File: src/rtl/freq_meter_pkg.sv
// Shared definitions for the BCD frequency meter.
// Holds the gate-controller state encoding, the BCD result geometry and the
// GATE_SEL window encodings used by the gate controller and the pulse counter.
package freq_meter_pkg;

    localparam int unsigned BCD_DIGITS = 6;
    localparam int unsigned BCD_W      = 4 * BCD_DIGITS;

    typedef enum logic [2:0] {
        ST_CLEAR  = 3'd0,
        ST_IDLE   = 3'd1,
        ST_GATE   = 3'd2,
        ST_SETTLE = 3'd3,
        ST_LATCH  = 3'd4
    } gate_state_t;

    // Window length select encodings
    localparam logic [1:0] GSEL_1X     = 2'd0;  // GATE_CYCLES
    localparam logic [1:0] GSEL_DIV10  = 2'd1;  // GATE_CYCLES/10
    localparam logic [1:0] GSEL_DIV100 = 2'd2;  // GATE_CYCLES/100
    localparam logic [1:0] GSEL_RSVD   = 2'd3;  // behaves as GSEL_1X

    // Map a raw select to the range actually used; the reserved code means 1x.
    function automatic logic [1:0] eff_gate_sel(input logic [1:0] sel);
        logic [1:0] eff;
        case (sel)
            GSEL_1X:     eff = GSEL_1X;
            GSEL_DIV10:  eff = GSEL_DIV10;
            GSEL_DIV100: eff = GSEL_DIV100;
            default:     eff = GSEL_1X;
        endcase
        return eff;
    endfunction

endpackage

File: src/rtl/freq_gate_timer.sv
// Loadable down-counter used for the CLR, GATE and SETTLE intervals.
// Loading value N-1 makes done_o rise after N cycles in the loading state.
// The counter stops at zero; it never wraps.
// Ports:
//   clk        system clock, rising edge
//   rst_n      asynchronous active-low reset (counter -> RST_VAL)
//   load_i     load load_val_i this cycle
//   load_val_i interval length minus one
//   done_o     counter is at zero
module freq_gate_timer #(
    parameter int unsigned     W       = 8,
    parameter logic [W-1:0]    RST_VAL = {W{1'b0}}
) (
    input  logic         clk,
    input  logic         rst_n,
    input  logic         load_i,
    input  logic [W-1:0] load_val_i,
    output logic         done_o
);

    localparam logic [W-1:0] ONE  = W'(1'b1);
    localparam logic [W-1:0] ZERO = {W{1'b0}};

    logic [W-1:0] cnt_q;

    // Count down towards zero, reload on request
    always_ff @(posedge clk or negedge rst_n) begin
        if (!rst_n) begin
            cnt_q <= RST_VAL;
        end else if (load_i) begin
            cnt_q <= load_val_i;
        end else if (cnt_q != ZERO) begin
            cnt_q <= cnt_q - ONE;
        end else begin
            cnt_q <= cnt_q;
        end
    end

    assign done_o = (cnt_q == ZERO);

endmodule

File: src/rtl/freq_gate_ctrl.sv
// Gate-time controller and result latch for the BCD frequency meter.
// Sequences CLEAR -> GATE -> SETTLE -> LATCH -> CLEAR (IDLE when RUN is low),
// driving the pulse counter's ENA/CLR and capturing its BCD output.
// Ports:
//   CLK, RST_N   system clock / asynchronous active-low reset
//   RUN          1 = measure continuously, 0 = stop after current cycle
//   GATE_SEL     window select (0: 1x, 1: /10, 2: /100, 3: as 0)
//   Q_IN         BCD count from the pulse counter
//   ENA, CLR     count enable / clear to the pulse counter
//   DOUT, RANGE  latched result and the range it was measured with
//   VALID        one-cycle pulse when DOUT/RANGE update
//   BUSY         high whenever not IDLE
// All outputs are registered from the next-state value.
module freq_gate_ctrl
    import freq_meter_pkg::*;
#(
    parameter int unsigned CLK_HZ        = 50_000_000,
    parameter int unsigned GATE_CYCLES   = 50_000_000,
    parameter int unsigned SETTLE_CYCLES = 4,
    parameter int unsigned CLR_CYCLES    = 2
) (
    input  logic             CLK,
    input  logic             RST_N,
    input  logic             RUN,
    input  logic [1:0]       GATE_SEL,
    input  logic [BCD_W-1:0] Q_IN,
    output logic             ENA,
    output logic             CLR,
    output logic [BCD_W-1:0] DOUT,
    output logic [1:0]       RANGE,
    output logic             VALID,
    output logic             BUSY
);

    localparam int unsigned TW = $clog2(GATE_CYCLES + 1);

    // Timer load values are interval length minus one
    localparam logic [TW-1:0] LEN_1X     = TW'(GATE_CYCLES - 1);
    localparam logic [TW-1:0] LEN_DIV10  = TW'(GATE_CYCLES / 10 - 1);
    localparam logic [TW-1:0] LEN_DIV100 = TW'(GATE_CYCLES / 100 - 1);
    localparam logic [TW-1:0] LEN_CLR    = TW'(CLR_CYCLES - 1);
    localparam logic [TW-1:0] LEN_SETTLE = TW'(SETTLE_CYCLES - 1);

    // Named marker block that only exists for an illegal parameter set
    if (CLK_HZ == 0 || GATE_CYCLES % 100 != 0 || SETTLE_CYCLES < 2 || CLR_CYCLES < 1) begin : g_bad_params
    end

    gate_state_t      state_q, state_d;
    logic [1:0]       range_q, range_d;
    logic             tmr_load_s;
    logic [TW-1:0]    tmr_val_s;
    logic             tmr_done_s;

    logic             ena_q, clr_q, valid_q, busy_q;
    logic [BCD_W-1:0] dout_q;
    logic [1:0]       range_out_q;

    function automatic logic [TW-1:0] gate_len(input logic [1:0] eff_sel);
        logic [TW-1:0] len;
        case (eff_sel)
            GSEL_DIV10:  len = LEN_DIV10;
            GSEL_DIV100: len = LEN_DIV100;
            default:     len = LEN_1X;
        endcase
        return len;
    endfunction

    freq_gate_timer #(
        .W       (TW),
        .RST_VAL (LEN_CLR)
    ) u_timer (
        .clk        (CLK),
        .rst_n      (RST_N),
        .load_i     (tmr_load_s),
        .load_val_i (tmr_val_s),
        .done_o     (tmr_done_s)
    );

    // Next-state, range capture and interval timer loading
    always_comb begin
        state_d    = state_q;
        range_d    = range_q;
        tmr_load_s = 1'b0;
        tmr_val_s  = LEN_CLR;
        case (state_q)
            ST_CLEAR: begin
                if (tmr_done_s) begin
                    if (RUN) begin
                        // GATE_SEL is only looked at here, on GATE entry
                        state_d    = ST_GATE;
                        range_d    = eff_gate_sel(GATE_SEL);
                        tmr_load_s = 1'b1;
                        tmr_val_s  = gate_len(eff_gate_sel(GATE_SEL));
                    end else begin
                        state_d = ST_IDLE;
                    end
                end else begin
                    state_d = ST_CLEAR;
                end
            end
            ST_IDLE: begin
                if (RUN) begin
                    state_d    = ST_CLEAR;
                    tmr_load_s = 1'b1;
                    tmr_val_s  = LEN_CLR;
                end else begin
                    state_d = ST_IDLE;
                end
            end
            ST_GATE: begin
                if (tmr_done_s) begin
                    state_d    = ST_SETTLE;
                    tmr_load_s = 1'b1;
                    tmr_val_s  = LEN_SETTLE;
                end else begin
                    state_d = ST_GATE;
                end
            end
            ST_SETTLE: begin
                if (tmr_done_s) begin
                    state_d = ST_LATCH;
                end else begin
                    state_d = ST_SETTLE;
                end
            end
            ST_LATCH: begin
                state_d    = ST_CLEAR;
                tmr_load_s = 1'b1;
                tmr_val_s  = LEN_CLR;
            end
            default: begin
                state_d    = ST_CLEAR;
                tmr_load_s = 1'b1;
                tmr_val_s  = LEN_CLR;
            end
        endcase
    end

    // State register plus outputs registered from the next state
    always_ff @(posedge CLK or negedge RST_N) begin
        if (!RST_N) begin
            state_q     <= ST_CLEAR;
            range_q     <= GSEL_1X;
            ena_q       <= 1'b0;
            clr_q       <= 1'b1;
            valid_q     <= 1'b0;
            busy_q      <= 1'b1;
            dout_q      <= {BCD_W{1'b0}};
            range_out_q <= GSEL_1X;
        end else begin
            state_q <= state_d;
            range_q <= range_d;
            ena_q   <= (state_d == ST_GATE);
            clr_q   <= (state_d == ST_CLEAR);
            valid_q <= (state_d == ST_LATCH);
            busy_q  <= (state_d != ST_IDLE);
            // Capture on the edge into LATCH so DOUT and VALID appear together;
            // Q_IN has been static for the whole SETTLE interval by then.
            if (state_d == ST_LATCH) begin
                dout_q      <= Q_IN;
                range_out_q <= range_q;
            end else begin
                dout_q      <= dout_q;
                range_out_q <= range_out_q;
            end
        end
    end

    assign ENA   = ena_q;
    assign CLR   = clr_q;
    assign VALID = valid_q;
    assign BUSY  = busy_q;
    assign DOUT  = dout_q;
    assign RANGE = range_out_q;

endmodule
File: config.mk
export PLATFORM = sky130hd
export DESIGN_NAME = freq_gate_ctrl
export DESIGN_NICKNAME = d
export VERILOG_FILES = /design/src/rtl/freq_meter_pkg.sv /design/src/rtl/freq_gate_timer.sv /design/src/rtl/freq_gate_ctrl.sv
export SDC_FILE = /design/constraint.sdc
export NUM_CORES = 1
export LEC_CHECK = 0
export ABC_AREA = 1
export CORE_MARGIN = 5
export CORE_UTILIZATION = 57
export DETAILED_ROUTE_END_ITERATION = 6
export PLACE_DENSITY = 0.95
export SLEW_MARGIN = 20
export SYNTH_ARGS = -nofsm -noshare
export SYNTH_HDL_FRONTEND = slang
export SYNTH_SLANG_ARGS = --single-unit
File: constraint.sdc
create_clock -name CLK -period 5.3 [get_ports CLK]
set_input_delay 1.06 -clock CLK [delete_from_list [all_inputs] [get_ports CLK]]
set_output_delay 1.06 -clock CLK [all_outputs]
set_load 0.01 [all_outputs]
### After elaboration in Yosys (flattened, before gate mapping)

Cells that the tools add are included.

| cells by class | value |
|---|---|
| muxes and demuxes | 21 |
| equality and inequality tests | 10 |
| add/subtract/negate cells | 1 |
| reductions and logical operators | 6 |

Operators with widths:

| cell | count |
|---|---|
| 26-bit two-way mux | 4 |
| 26-bit one-hot mux with 2 select lines | 2 |
| 26-bit logical NOT | 1 |
| 26-bit nonzero test | 1 |
| 26-bit by 1-bit subtractor with 26-bit output (second input constant) | 1 |
| 3-bit one-hot mux with 4 select lines | 1 |
| 2-bit two-way mux | 5 |
| 3-bit by 2-bit == test with 1-bit output (second input constant) | 3 |
| 3-bit logical NOT | 2 |
| 3-bit two-way mux | 2 |
| 1-bit two-way mux | 5 |
| 2-bit by 1-bit == test with 1-bit output (second input constant) | 2 |
| 2-bit == test (second input constant) | 2 |
| 1-bit one-hot mux with 4 select lines | 1 |
| 2-bit one-hot mux with 2 select lines | 1 |
| 3-bit by 1-bit == test with 1-bit output (second input constant) | 1 |
| 3-bit == test (second input constant) | 1 |
| 3-bit by 1-bit inequality test with 1-bit output (second input constant) | 1 |
| 3-bit AND reduction | 1 |
| 2-bit nonzero test | 1 |

| word-level totals | value |
|---|---|
| output and inout port bits | 30 |
| flip-flop bits (word level) | 61 |
| logic and storage cells | 47 |

### Depth between registers and ports, before layout

Gate-level depths: netlist of run 1.

| depth | value |
|---|---|
| depth in word-level cells | 11 |
| gate-level depth with buffers | 12 |
| gate-level depth less buffers | 12 |

### By module

From an unflattened synthesis of run 1, not the netlist that was laid out.

| second synthesis, totals | value |
|---|---|
| cells, all modules | 449 |
| area, all modules | 3,438.3 um^2 |

By module, submodules not included:

| module | cells an instance | instances | area each (um^2) |
|---|---|---|---|
| freq_gate_timer | 277 | 1 | 1,929.4 |
| freq_gate_ctrl | 172 | 1 | 1,508.9 |

### Worst setup path after synthesis of run 1

No wires, ideal clock.

| path | value |
|---|---|
| kind | in2reg |
| from | in RUN |
| to | reg u_timer.cnt_q[12] |
| data required time | 5.175 ns |
| data arrival time | 1.856 ns |
| stages | 7 |
| buffers on the path | 1 |
| slack | 3.319 ns |
| cells stage by stage | inv_1 > nor2_1 > inv_1 > nand4_4 > nor2_4 > buf_6 > a21oi_1 |

| on the way | value |
|---|---|
| longest elaborated chain between the ends | 4 |
| elaborated cells on any way between the ends | 8 |
| those cells by class | 7 x mux; 1 x reduce/logical |

RTL lines:

| item | line | text |
|---|---|---|
| start: declaration | freq_gate_ctrl.sv:24 | `input logic RUN,` |
| 1-bit two-way mux / 26-bit two-way mux (equally long branches) | freq_gate_ctrl.sv:88, freq_gate_ctrl.sv:102 |  |
| 1-bit two-way mux / 26-bit two-way mux (equally long branches) | freq_gate_ctrl.sv:87 | `if (tmr_done_s) begin` |
| 1-bit one-hot mux with 4 select lines / 26-bit one-hot mux with 2 select lines (equally long branches) | freq_gate_ctrl.sv:85 | `case (state_q)` |
| 26-bit two-way mux / 2-bit nonzero test (equally long branches) | -- |  |
| end signal: assignment | freq_gate_timer.sv:31 | `cnt_q <= load_val_i;` |
| end signal: assignment | freq_gate_timer.sv:33 | `cnt_q <= cnt_q - ONE;` |
| end signal: assignment | freq_gate_timer.sv:35 | `cnt_q <= cnt_q;` |
| end: declaration | freq_gate_timer.sv:24 | `logic [W-1:0] cnt_q;` |

Parallel ways exist; a longest one is shown, timed or not.
A chain may end at the register's enable or synchronous reset.

### Worst setup path after layout of run 1

| path | value |
|---|---|
| from | reg u_timer.cnt_q[0] |
| to | reg dout_q[19] (netlist: DOUT[19]) |

| on the way | value |
|---|---|
| longest elaborated chain between the ends | 4 |
| elaborated cells on any way between the ends | 6 |
| those cells by class | 1 x eq/ne; 4 x mux; 1 x reduce/logical |

RTL lines:

| item | line | text |
|---|---|---|
| 26-bit logical NOT * | freq_gate_timer.sv:39 | `assign done_o = (cnt_q == ZERO);` |
| 3-bit two-way mux, or another cell as far along | freq_gate_ctrl.sv:120 | `if (tmr_done_s) begin` |
| 3-bit one-hot mux with 4 select lines * | freq_gate_ctrl.sv:85 |  |
| 3-bit == test * | freq_gate_ctrl.sv:159 | `if (state_d == ST_LATCH) begin` |
| end signal: assignment | freq_gate_ctrl.sv:148 | `dout_q <= {BCD_W{1'b0}};` |
| end signal: assignment | freq_gate_ctrl.sv:163 | `dout_q <= dout_q;` |
| end: declaration | freq_gate_ctrl.sv:55 | `logic [BCD_W-1:0] dout_q;` |

Every way passes the cells marked *; elsewhere a longest branch is shown, timed or not.

==> results of run 1 <==
power breakdown:
part / switching [uW] / internal, uW / total [uW]
Clock: 182 / 253 / 436
Combinational: 442 / 274 / 715
Sequential: 132 / 573 / 705
critical path: cells and delay by family, from the launching register on:
| kind | cells | cell delay, ns |
|---|---|---|
| buffers and inverters | 2 | 0.20 |
| adder cells (fa/ha/maj) | 1 | 0.20 |
| AND/OR/NAND/NOR | 5 | 1.63 |
| flip-flops | 1 | 0.37 |
per-layer routing:
| metal | share of wire [%] | routed length [um] | global-route usage, % |
|---|---|---|---|
| met1 | 39 | 3726 | 32.00 |
| met3 | 10 | 998 | 8.840 |
| met2 | 47 | 4571 | 45.13 |
| met5 | 0 | 0 | 0 |
| met4 | 3.9 | 374 | 13.03 |
layout by cell type, fill, tap and decap left out, types with 2 or more instances in the layout:
cell type        count
clkbuf_8            12
a21oi_2              5
nand4_2              2
dfstp_2              3
a21oi_1             12
inv_2                2
nand4_1             27
nor2_2               3
o21ai_0              5
or2_4                2
nand2_2              7
clkinv_2             3
xor2_1               6
nor2_4               8
nand3_1             14
o21a_1               2
xnor2_1              9
inv_1               28
dfrtp_1             58
ha_1                 6
clkdlybuf4s50_1     57
nor3_1               8
nand3_2              3
nor2_1              43
nand2_1            138
state kept, by name, indices dropped and copies added, names as in the netlist:
name           flops
VALID              1
range_q            2
CLR                1
BUSY               1
ENA                1
RANGE              2
state_q            3
DOUT              24
u_timer.cnt_q     26
logic make-up (layout without fill, tap and decap cells):
group / Yosys count / after routing
XOR/XNOR: 15 / 15
buffers and inverters: 39 / 105
AO/OA/AOI/OAI: 25 / 25
adder cells (fa/ha/maj): 6 / 6
flip-flops: 61 / 61
AND/OR/NAND/NOR: 262 / 262
worst min path at each step:
| stage | start | depth (start not counted) | slack (ns) | to |
|---|---|---|---|---|
| finish | DOUT[7] | 2 | 0.49 | DOUT[7] |
| global route | RANGE[1] | 2 | 0.51 | RANGE[1] |
| CTS | range_q[1] | 2 | 0.48 | RANGE[1] |
| detailed placement | range_q[1] | 2 | 0.46 | RANGE[1] |
| global placement | DOUT[21] | 2 | 0.46 | DOUT[21] |
| floorplan | range_q[0] | 2 | 0.44 | RANGE[0] |
final cells by class:
type                    count  area (um2)  area share [%]
clock buffers              12       165.2           3.970
clock inverters             4       45.04           1.083
inverters                  30       112.6           2.707
multi-input cells         308        1634           39.28
flip-flops and latches     61        1530           36.78
well taps                  72       90.09           2.165
repair buffers             59       583.1           14.02
through the flow:
| step | cell area (um2) | instances | utilization [%] | setup slack, ns |
|---|---|---|---|---|
| 6_report | 4160 | 546 | 74.19 | 2.832 |
| 5_1_grt | 4160 | 546 | 74.19 | 2.628 |
| 4_1_cts | 4160 | 546 | 74.19 | 2.845 |
| 3_5_place_dp | 3950 | 530 | 70.44 | 2.559 |
| 3_3_place_gp | 3950 | 530 | 70.44 | 2.647 |
| 2_1_floorplan | 3334 | 408 | - | 3.319 |
==> metrics.md, run 1 <==
| Metric | Value |
|---|---|
| Leakage | `between 0.0015 and 0.002 uW` |
| Wire per inst | `around 18 um` |
| Xor-xnor portion of the synthesized cell area | `3.940%` |
| Status | `complete, no violations` |
| FF-to-FF End | `DOUT[19]` |
| Max IR drop VDD | `roughly 0.23 mV` |
| IO Pins | `59` |
| Post-synthesis cell type count | `33` |
| Starting density of the core | `59.46%` |
| TritonCTS buffer count | `9` |
| Worst Setup SP | `u_timer.cnt_q[0]` |
| GPL Wtd Cong | `about 1.0` |
| Seq/Total Area, Yosys | `between 40% and 50%` |
| Min Tclk post-route | `2.468 ns` |
| Async S/R FF share, synth | `between 90% and 100%` |
| Max Clock Freq | `0.4052 GHz` |
| CP Max Fanout | `28` |
| Mux cell area share after synthesis | `0%` |
| Reg2reg start | `u_timer.cnt_q[0]` |
| Max Cap Viol | `0` |
| Postcts setup bufs | `0` |
| # diodes | `0` |
| Cell with the most instances after synthesis | `nand2_1` |
| Drt initial violations | `340` |
| Largest family of logic cells by synthesized area | `simple AND/OR/NAND/NOR gates` |
| Vias in the first global route | `about 3.3k` |
| Reg clk slew, reported paths | `about 0.07 ns` |
| Die Wd | `86.49 um` |
| First-pass GRT wire length | `around 16000 um` |
| CORE AREA | `between 0.005 and 0.006 mm2` |
| Startpoint class of the critical path | `flip-flop` |
| Hold Buf Count CTS | `0` |
| Initial antenna violation count | `0` |
| Crit share post-route | `a little under half` |
| DRT Pass-1 Iters | `5` |
| Filler instances | `between 300 and 400` |
| Die H | `just under 90 um` |
| Max-slew violation count | `0` |
| Number of core rows | `27` |
| Syn Nets | `~440` |
| Post-Synth Adder-Cell Area | `around 2.3%` |
| Yosys reg bits | `just over 60` |
| Pwr Total | `approximately 1900 uW` |
| Skew final | `about 0.013 ns` |
| Area grow syn2layout | `24.77%` |
| Post-synthesis compound-gate area fraction | `4.578%` |
| H-tree Lvls | `3` |
| Critical path capture point | `DOUT[19]` |
| Crit path DAT | `2.75 ns` |
| Synth top area cells | `dfrtp_1 44%, nand2_1 16%, nand4_1 5.1%` |
| Final Hold Viols | `0` |
| Worst hold path type | `reg2reg` |
| DRC | `0` |
| TritonCTS clock tree | `built` |
| Vias | `3205` |
| Min Hold Slack | `just under 0.5 ns` |
| Least-Margin Pin Slew | `about 1.0 ns` |
| Nature of the critical path endpoint | `flip-flop` |
| Mapped Cells | `408` |
| Worst Setup Path Type | `reg2reg` |
| WL final | `9670 um` |
| Syn_area_per_cell | `8.173 um2` |
| Synth Area in Simple Gates | `38.24%` |
| Clock Tree Root | `clkbuf_8` |
| RSZ-0062 raised after global routing | `false` |
| Routed Antenna Nets | `0` |
| CP max stage cell | `nor3b_4` |
| Layout cells sized above 1 | `between 10% and 20%` |
| Synth area leader | `dfrtp_1` |
| Die area | `0.007480 mm2` |
| Final HPWL DP | `between 6000 and 7000 um` |
| Slew margin rel. | `between 30% and 40%` |
| Clock latency reported for the late side of the worst-skew pair | `0.34 ns` |
| Synth Flop Type | `dfrtp_1` |
| Slowest Stage Delay on Critical Path | `0.92 ns` |
| Reg2Reg Depth | `8` |
| Resized cells post-CTS | `0` |
| Largest net degree at the start of global routing | `62` |
| Pwr/cell area | `about 450 mW/mm2` |
| Layout Nets | `~500` |
| YS warnings | `0` |
| Vias per cell | `between 5 and 6` |
| Max Buffers Root-to-Sink | `2` |
| Syn Std Cell Area | `approximately 0.0033 mm2` |
| Number of enable flip-flop cells after synthesis | `0` |
| Synth top area share | `between 40% and 50%` |
| Total track usage | `27.28%` |
| Register-to-register setup slack | `approximately 2.8 ns` |
| Setup Viol. Count Final | `0` |
| Number of buffers added on ports | `between 50 and 60` |
| CP cell instances | `inv_1 -> ha_1 -> inv_1 -> nor3_1 -> nand4_1 -> nor3b_4 -> nand2_1 -> nand2_1` |
| Post-synth top cells | `138 x nand2_1, 58 x dfrtp_1, 43 x nor2_1, 28 x inv_1, 27 x nand4_1` |
| GRT overflow | `0` |
| Critical Path RT | `5.58 ns` |
| Clock sinks | `61` |
| Setup_tns | `0 ns` |
Note: power is estimated with default switching activity, not from simulation.
==> inputs of run 2 (changes only) <==
--- a/config.mk
+++ b/config.mk
@@ -7,9 +7,9 @@
 export LEC_CHECK = 0
 export ABC_AREA = 1
 export CORE_MARGIN = 5
-export CORE_UTILIZATION = 57
+export CORE_UTILIZATION = 53
 export DETAILED_ROUTE_END_ITERATION = 6
-export PLACE_DENSITY = 0.95
+export PLACE_DENSITY = 0.9
 export SLEW_MARGIN = 20
 export SYNTH_ARGS = -nofsm -noshare
 export SYNTH_HDL_FRONTEND = slang
==> constraint.sdc (replaced) <==
create_clock -name CLK -period 2.4 [get_ports CLK]
set_input_delay 0.48 -clock CLK [delete_from_list [all_inputs] [get_ports CLK]]
set_output_delay 0.48 -clock CLK [all_outputs]
set_load 0.01 [all_outputs]
==> metrics.md, run 2 (same netlist as run 1, synthesis figures left out) <==
| Metric | Value |
|---|---|
| Status | `complete, no violations` |
| Worst Setup Path Type | `reg2reg` |
| Most common cell after layout, fill and taps aside | `nand2_1` |
| CP cell instances | `inv_1 -> ha_1 -> inv_1 -> nor2_1 -> nand3_2 -> nor2_4 -> nand4_2 -> nor2_4 -> inv_2 -> or2_4 -> a21oi_1` |
| Clock Tree Root | `clkbuf_8` |
| Die area | `0.007978 mm2` |
| Vias in the first global route | `roughly 3.2k` |
| RSZ-0062 raised after global routing | `false` |
| Clock latency reported for the late side of the worst-skew pair | `between 0.3 and 0.4 ns` |
| # diodes | `0` |
| Largest register by flop count | `u_timer.cnt_q` |
| Pwr/cell area | `about 990 mW/mm2` |
| Filler instances | `between 400 and 500` |
| Area grow syn2layout | `27.09%` |
| Layout cells sized above 1 | `approximately 13%` |
| Startpoint class of the critical path | `flip-flop` |
| Net Sw Power | `around 1600 uW` |
| Design area | `~0.0042 mm2` |
| Setup_tns | `0 ns` |
| Max reg flops | `26` |
| Reg2reg start | `u_timer.cnt_q[0]` |
| Max Clock Freq | `0.4729 GHz` |
| TritonCTS clock tree | `built` |
| GPL Wtd Cong | `between 0.9 and 1` |
| H-tree Lvls | `3` |
| Vias per cell | `around 5.7` |
| Die H | `around 89 um` |
| Routed Antenna Nets | `0` |
| Leakage | `0.001951 uW` |
| Internal | `~2600 uW` |
| Critical path capture point | `u_timer.cnt_q[22]` |
| Final HPWL DP | `roughly 6400 um` |
| FF-to-FF End | `u_timer.cnt_q[22]` |
| Commonest non-fill, non-tap cells in the layout | `138 x nand2_1, 58 x dfrtp_1, 57 x clkdlybuf4s50_1` |
| TritonCTS buffer count | `9` |
| Net Sw Frac | `about two fifths` |
| CP Max Fanout | `6` |
| Critical Path RT | `roughly 2.7 ns` |
| Min Tclk post-route | `2.115 ns` |
| Final Hold Viols | `0` |
| WL final | `between 9000 and 10000 um` |
| Reg clk slew, reported paths | `0.07 ns` |
| Worst hold path type | `in2async` |
| IO Pins | `59` |
| Setup Viol. Count Final | `0` |
| Slew margin rel. | `between 60% and 70%` |
| Gate power share | `between 30% and 40%` |
| Layout Nets | `509` |
| Post-DP Area | `about 0.004 mm2` |
| Max Buffers Root-to-Sink | `2` |
| Vias | `3145` |
| Initial antenna violation count | `0` |
| CP max stage cell | `dfstp_2` |
| Postcts setup bufs | `0` |
| Nature of the critical path endpoint | `flip-flop` |
| Reg2Reg Depth | `11` |
| Worst Setup SP | `u_timer.cnt_q[0]` |
| Crit path DAT | `about 2.4 ns` |
| Least-Margin Pin Slew | `roughly 0.54 ns` |
| Total track usage | `25.30%` |
| Number of buffers added on ports | `58` |
| Clk pwr share | `about 26%` |
| Resized cells post-CTS | `0` |
| Crit share post-route | `88.11%` |
| Largest net degree at the start of global routing | `29` |
| GRT overflow | `0` |
| DRC | `0` |
| First-pass GRT wire length | `15390 um` |
| Number of core rows | `29` |
| Max Cap Viol | `0` |
| CORE AREA | `about 0.0062 mm2` |
| Register-to-register setup slack | `0.29 ns` |
| Area of the multi-input gates | `0.001634 mm2` |
| DRT Pass-1 Iters | `5` |
| Skew final | `approximately 0.0076 ns` |
| Register area | `~0.0015 mm2` |
| Clock sinks | `61` |
| Wire per inst | `around 16 um` |
| Die Wd | `just under 90 um` |
| Hold Buf Count CTS | `0` |
| Drt initial violations | `roughly 310` |
| Max-slew violation count | `0` |
| Slowest Stage Delay on Critical Path | `approximately 0.37 ns` |
| Max IR drop VDD | `around 0.54 mV` |
| Flop pwr share | `between 30% and 40%` |
| Starting density of the core | `between 50% and 60%` |
-- run 2: cell count changes in the layout (fill, tap and decap cells not counted), sizes merged --
cell | previous run | this run
clkinv | 3 | 1
bufinv | 1 | 2
clkbuf | 12 | 13
buf | 2 | 7
-- run 2: layout make-up --
class / count / area share (%)
timing repair buffer: 64 / 14.64
tap: 77 / 2.273
sequential: 61 / 36.11
clock inverter: 3 / 1.535
multi-input combinational: 308 / 38.56
clock buffer: 13 / 4.222
inverter: 30 / 2.657
-- run 2: stage by stage --
stage | setup slack [ns] | std cells | hold WS (ns) | util [%] | total power [uW]
2_1_floorplan | 0.5580 | 408 | 0.1844 | - | 2648
3_3_place_gp | 0.3440 | 540 | 0.4617 | 63.99 | 2998
3_5_place_dp | 0.2240 | 540 | 0.4684 | 63.99 | 3076
4_1_cts | 0.2901 | 556 | 0.1307 | 67.90 | 4184
5_1_grt | 0.1611 | 556 | 0.1694 | 67.90 | 4482
6_report | 0.2852 | 556 | 0.1230 | 67.90 | 4205
-- run 2: how the worst min path moves through the flow --
stage                     slack, ns  cells after the start  startpoint                end
final                          0.12                      1       RST_N  u_timer.cnt_q[10]
after global routing           0.17                      1       RST_N           DOUT[15]
after CTS                      0.13                      1       RST_N  u_timer.cnt_q[24]
after detailed placement       0.47                      2     DOUT[5]            DOUT[5]
after global placement         0.46                      2     DOUT[9]            DOUT[9]
after floorplan                0.18                      0       RST_N            DOUT[0]
-- run 2: power groups by stage --
stage               Combinational, uW  Sequential [uW]  Clock [uW]
detailed placement               1530             1550           0
CTS                              1560             1540        1090
finish                           1580             1550        1080
floorplan                        1160             1490           0
global placement                 1460             1540           0
global route                     1770             1570        1140
-- run 2: critical path: cells and delay by family, from the launching register on --
family	cells	cell delay, ns
buffers and inverters	3	0.30
AND/OR/NAND/NOR	6	0.96
AO/OA/AOI/OAI	1	0.19
adder cells (fa/ha/maj)	1	0.21
flip-flops	1	0.37
-- run 2: layer usage --
metal	track usage (%)	wire length, um	vias up
met2	40.39	4253	182
met3	8.940	961	38
li1	-	-	1460
met4	12.58	347	0
met1	30.31	3447	1465
met5	0	0	-
==> inputs of run 3 (changes only) <==
--- a/config.mk
+++ b/config.mk
@@ -9,7 +9,7 @@
 export CORE_MARGIN = 5
 export CORE_UTILIZATION = 53
 export DETAILED_ROUTE_END_ITERATION = 6
-export PLACE_DENSITY = 0.9
+export PLACE_DENSITY = 0.8
 export SLEW_MARGIN = 20
 export SYNTH_ARGS = -nofsm -noshare
 export SYNTH_HDL_FRONTEND = slang
==> metrics.md, run 3 (same netlist as run 1, synthesis figures left out) <==
| Metric | Value |
|---|---|
| Status | `complete, no violations` |
| Area grow syn2layout | `25.37%` |
| Final HPWL DP | `slightly above 6000 um` |
| Setup Viol. Count Final | `0` |
| Die area | `between 0.007 and 0.008 mm2` |
| TritonCTS buffer count | `9` |
| Layout cells sized above 1 | `12.13%` |
| Crit share post-route | `between 80% and 90%` |
| Worst Setup Path Type | `reg2reg` |
| Vias per cell | `5.413` |
| Area of the multi-input gates | `about 0.0016 mm2` |
| Wire per inst | `roughly 15 um` |
| Die H | `89.32 um` |
| Die Wd | `approximately 89 um` |
| CP Max Fanout | `6` |
| GPL Wtd Cong | `0.8863` |
| Register area | `~0.0015 mm2` |
| Clock Tree Root | `clkbuf_8` |
| Net Sw Frac | `40.33%` |
| Vias | `about 3k` |
| Resized cells post-CTS | `0` |
| H-tree Lvls | `3` |
| Clock latency reported for the late side of the worst-skew pair | `0.33 ns` |
| Skew final | `about 0.0074 ns` |
| Max Buffers Root-to-Sink | `2` |
| Setup_tns | `0 ns` |
| Slew margin rel. | `a little under three quarters` |
| Net Sw Power | `between 1500 and 2000 uW` |
| Max-slew violation count | `0` |
| IO Pins | `between 50 and 60` |
| Commonest non-fill, non-tap cells in the layout | `138 x nand2_1, 58 x dfrtp_1, 57 x clkdlybuf4s50_1` |
| Final Hold Viols | `0` |
| Setup ws final | `between 0.3 and 0.4 ns` |
| Reg clk slew, reported paths | `approximately 0.070 ns` |
| Number of buffers added on ports | `58` |
| Max Cap Viol | `0` |
| First-pass GRT wire length | `14580 um` |
| Min Tclk post-route | `a little over 2 ns` |
| Largest register by flop count | `u_timer.cnt_q` |
| Vias in the first global route | `slightly above 3k` |
| Gr busiest metal | `met2` |
| Initial antenna violation count | `0` |
| Gate power share | `roughly two fifths` |
| M3 GR Usage | `between 8 and 9%` |
| Hold Buf Count CTS | `0` |
| DRC | `0` |
| Layout Nets | `approximately 510` |
| Routed Antenna Nets | `0` |
| Nature of the critical path endpoint | `flip-flop` |
| Clk pwr share | `21.1%` |
| Max Clock Freq | `between 0.4 and 0.5 GHz` |
| Max IR drop VDD | `roughly 0.5 mV` |
| Least-Margin Pin Slew | `roughly 0.43 ns` |
| Startpoint class of the critical path | `flip-flop` |
| Reg2Reg Depth | `11` |
| Number of core rows | `29` |
| WL final | `8237 um` |
| Pwr/cell area | `934.4 mW/mm2` |
| Most common cell after layout, fill and taps aside | `nand2_1` |
| M2 GR Usage | `a little over a third` |
| M1 GR Usage | `between 30% and 40%` |
| Max reg flops | `26` |
| Largest net degree at the start of global routing | `48` |
| Postcts setup bufs | `0` |
| Worst hold path type | `in2async` |
| Crit path DAT | `about 2.3 ns` |
| Filler instances | `534` |
| TritonCTS clock tree | `built` |
| Internal | `2331 uW` |
| Critical Path RT | `2.66 ns` |
| GRT overflow | `0` |
| RSZ-0062 raised after global routing | `false` |
| Pwr Total | `slightly below 4000 uW` |
| Starting density of the core | `53.43%` |
| Total track usage | `roughly a quarter` |
| # diodes | `0` |
| CORE AREA | `between 0.006 and 0.007 mm2` |
| Leakage | `between 0.0015 and 0.002 uW` |
| Clock sinks | `61` |
| Drt initial violations | `approximately 320` |
| Flop pwr share | `just under 40%` |
| Pre-CTS setup slack | `around 0.26 ns` |
| DRT Pass-1 Iters | `6` |
==> run 3: metrics by stage <==
stage | instances | area (um2) | utilization, % | hold WS [ns]
2_1_floorplan | 408 | 3334 | - | 0.1844
3_3_place_gp | 539 | 3999 | 64.07 | 0.4099
3_5_place_dp | 539 | 3999 | 64.07 | 0.4181
4_1_cts | 555 | 4180 | 66.98 | 0.05280
5_1_grt | 555 | 4180 | 66.98 | 0.07678
6_report | 555 | 4180 | 66.98 | 0.05667
==> run 3: worst paths after layout <==
| check | startpoint | to | slack, ns |
|---|---|---|---|
| worst max register to register | u_timer.cnt_q[0] | u_timer.cnt_q[22] | 0.37 |
| worst min register to register | range_q[0] | RANGE[0] | 0.48 |
| worst max-delay path | u_timer.cnt_q[0] | u_timer.cnt_q[22] | 0.37 |
| min in group CLK | range_q[0] | RANGE[0] | 0.48 |
| worst min-delay path | RST_N | DOUT[19] | 0.06 |
| max in group asynchronous | RST_N | CLR | 1.74 |
==> run 3: layer usage <==
metal	up-vias	share of wire, %
met4	0	1.9
met5	-	0
met1	1418	42
li1	1447	-
met3	14	9.5
met2	125	47
==> run 3: power by group through the flow <==
stage | sequential [uW] | combinational (uW) | clock (uW)
floorplan | 1490 | 1160 | 0
finish | 1550 | 1530 | 824
global route | 1580 | 1750 | 887
CTS | 1540 | 1530 | 839
detailed placement | 1560 | 1510 | 0
global placement | 1550 | 1470 | 0
==> run 3: worst max-delay path, cell delays in order (launching register included) <==
cell	delay, ns
dfstp_2	0.37
inv_1	0.12
ha_1	0.18
inv_1	0.06
nor2_1	0.12
nand3_2	0.11
nor2_4	0.14
nand4_2	0.13
nor2_4	0.19
inv_2	0.10
or2_4	0.27
a21oi_1	0.16
==> run 3: final cells by class <==
cell class / count / share of cell area, %
Multi-Input combinational cell: 308 / 39.09
Sequential cell: 61 / 36.61
Timing Repair Buffer: 63 / 14.97
Clock buffer: 15 / 4.220
Inverter: 30 / 2.694
Tap cell: 77 / 2.305
Clock inverter: 1 / 0.1197
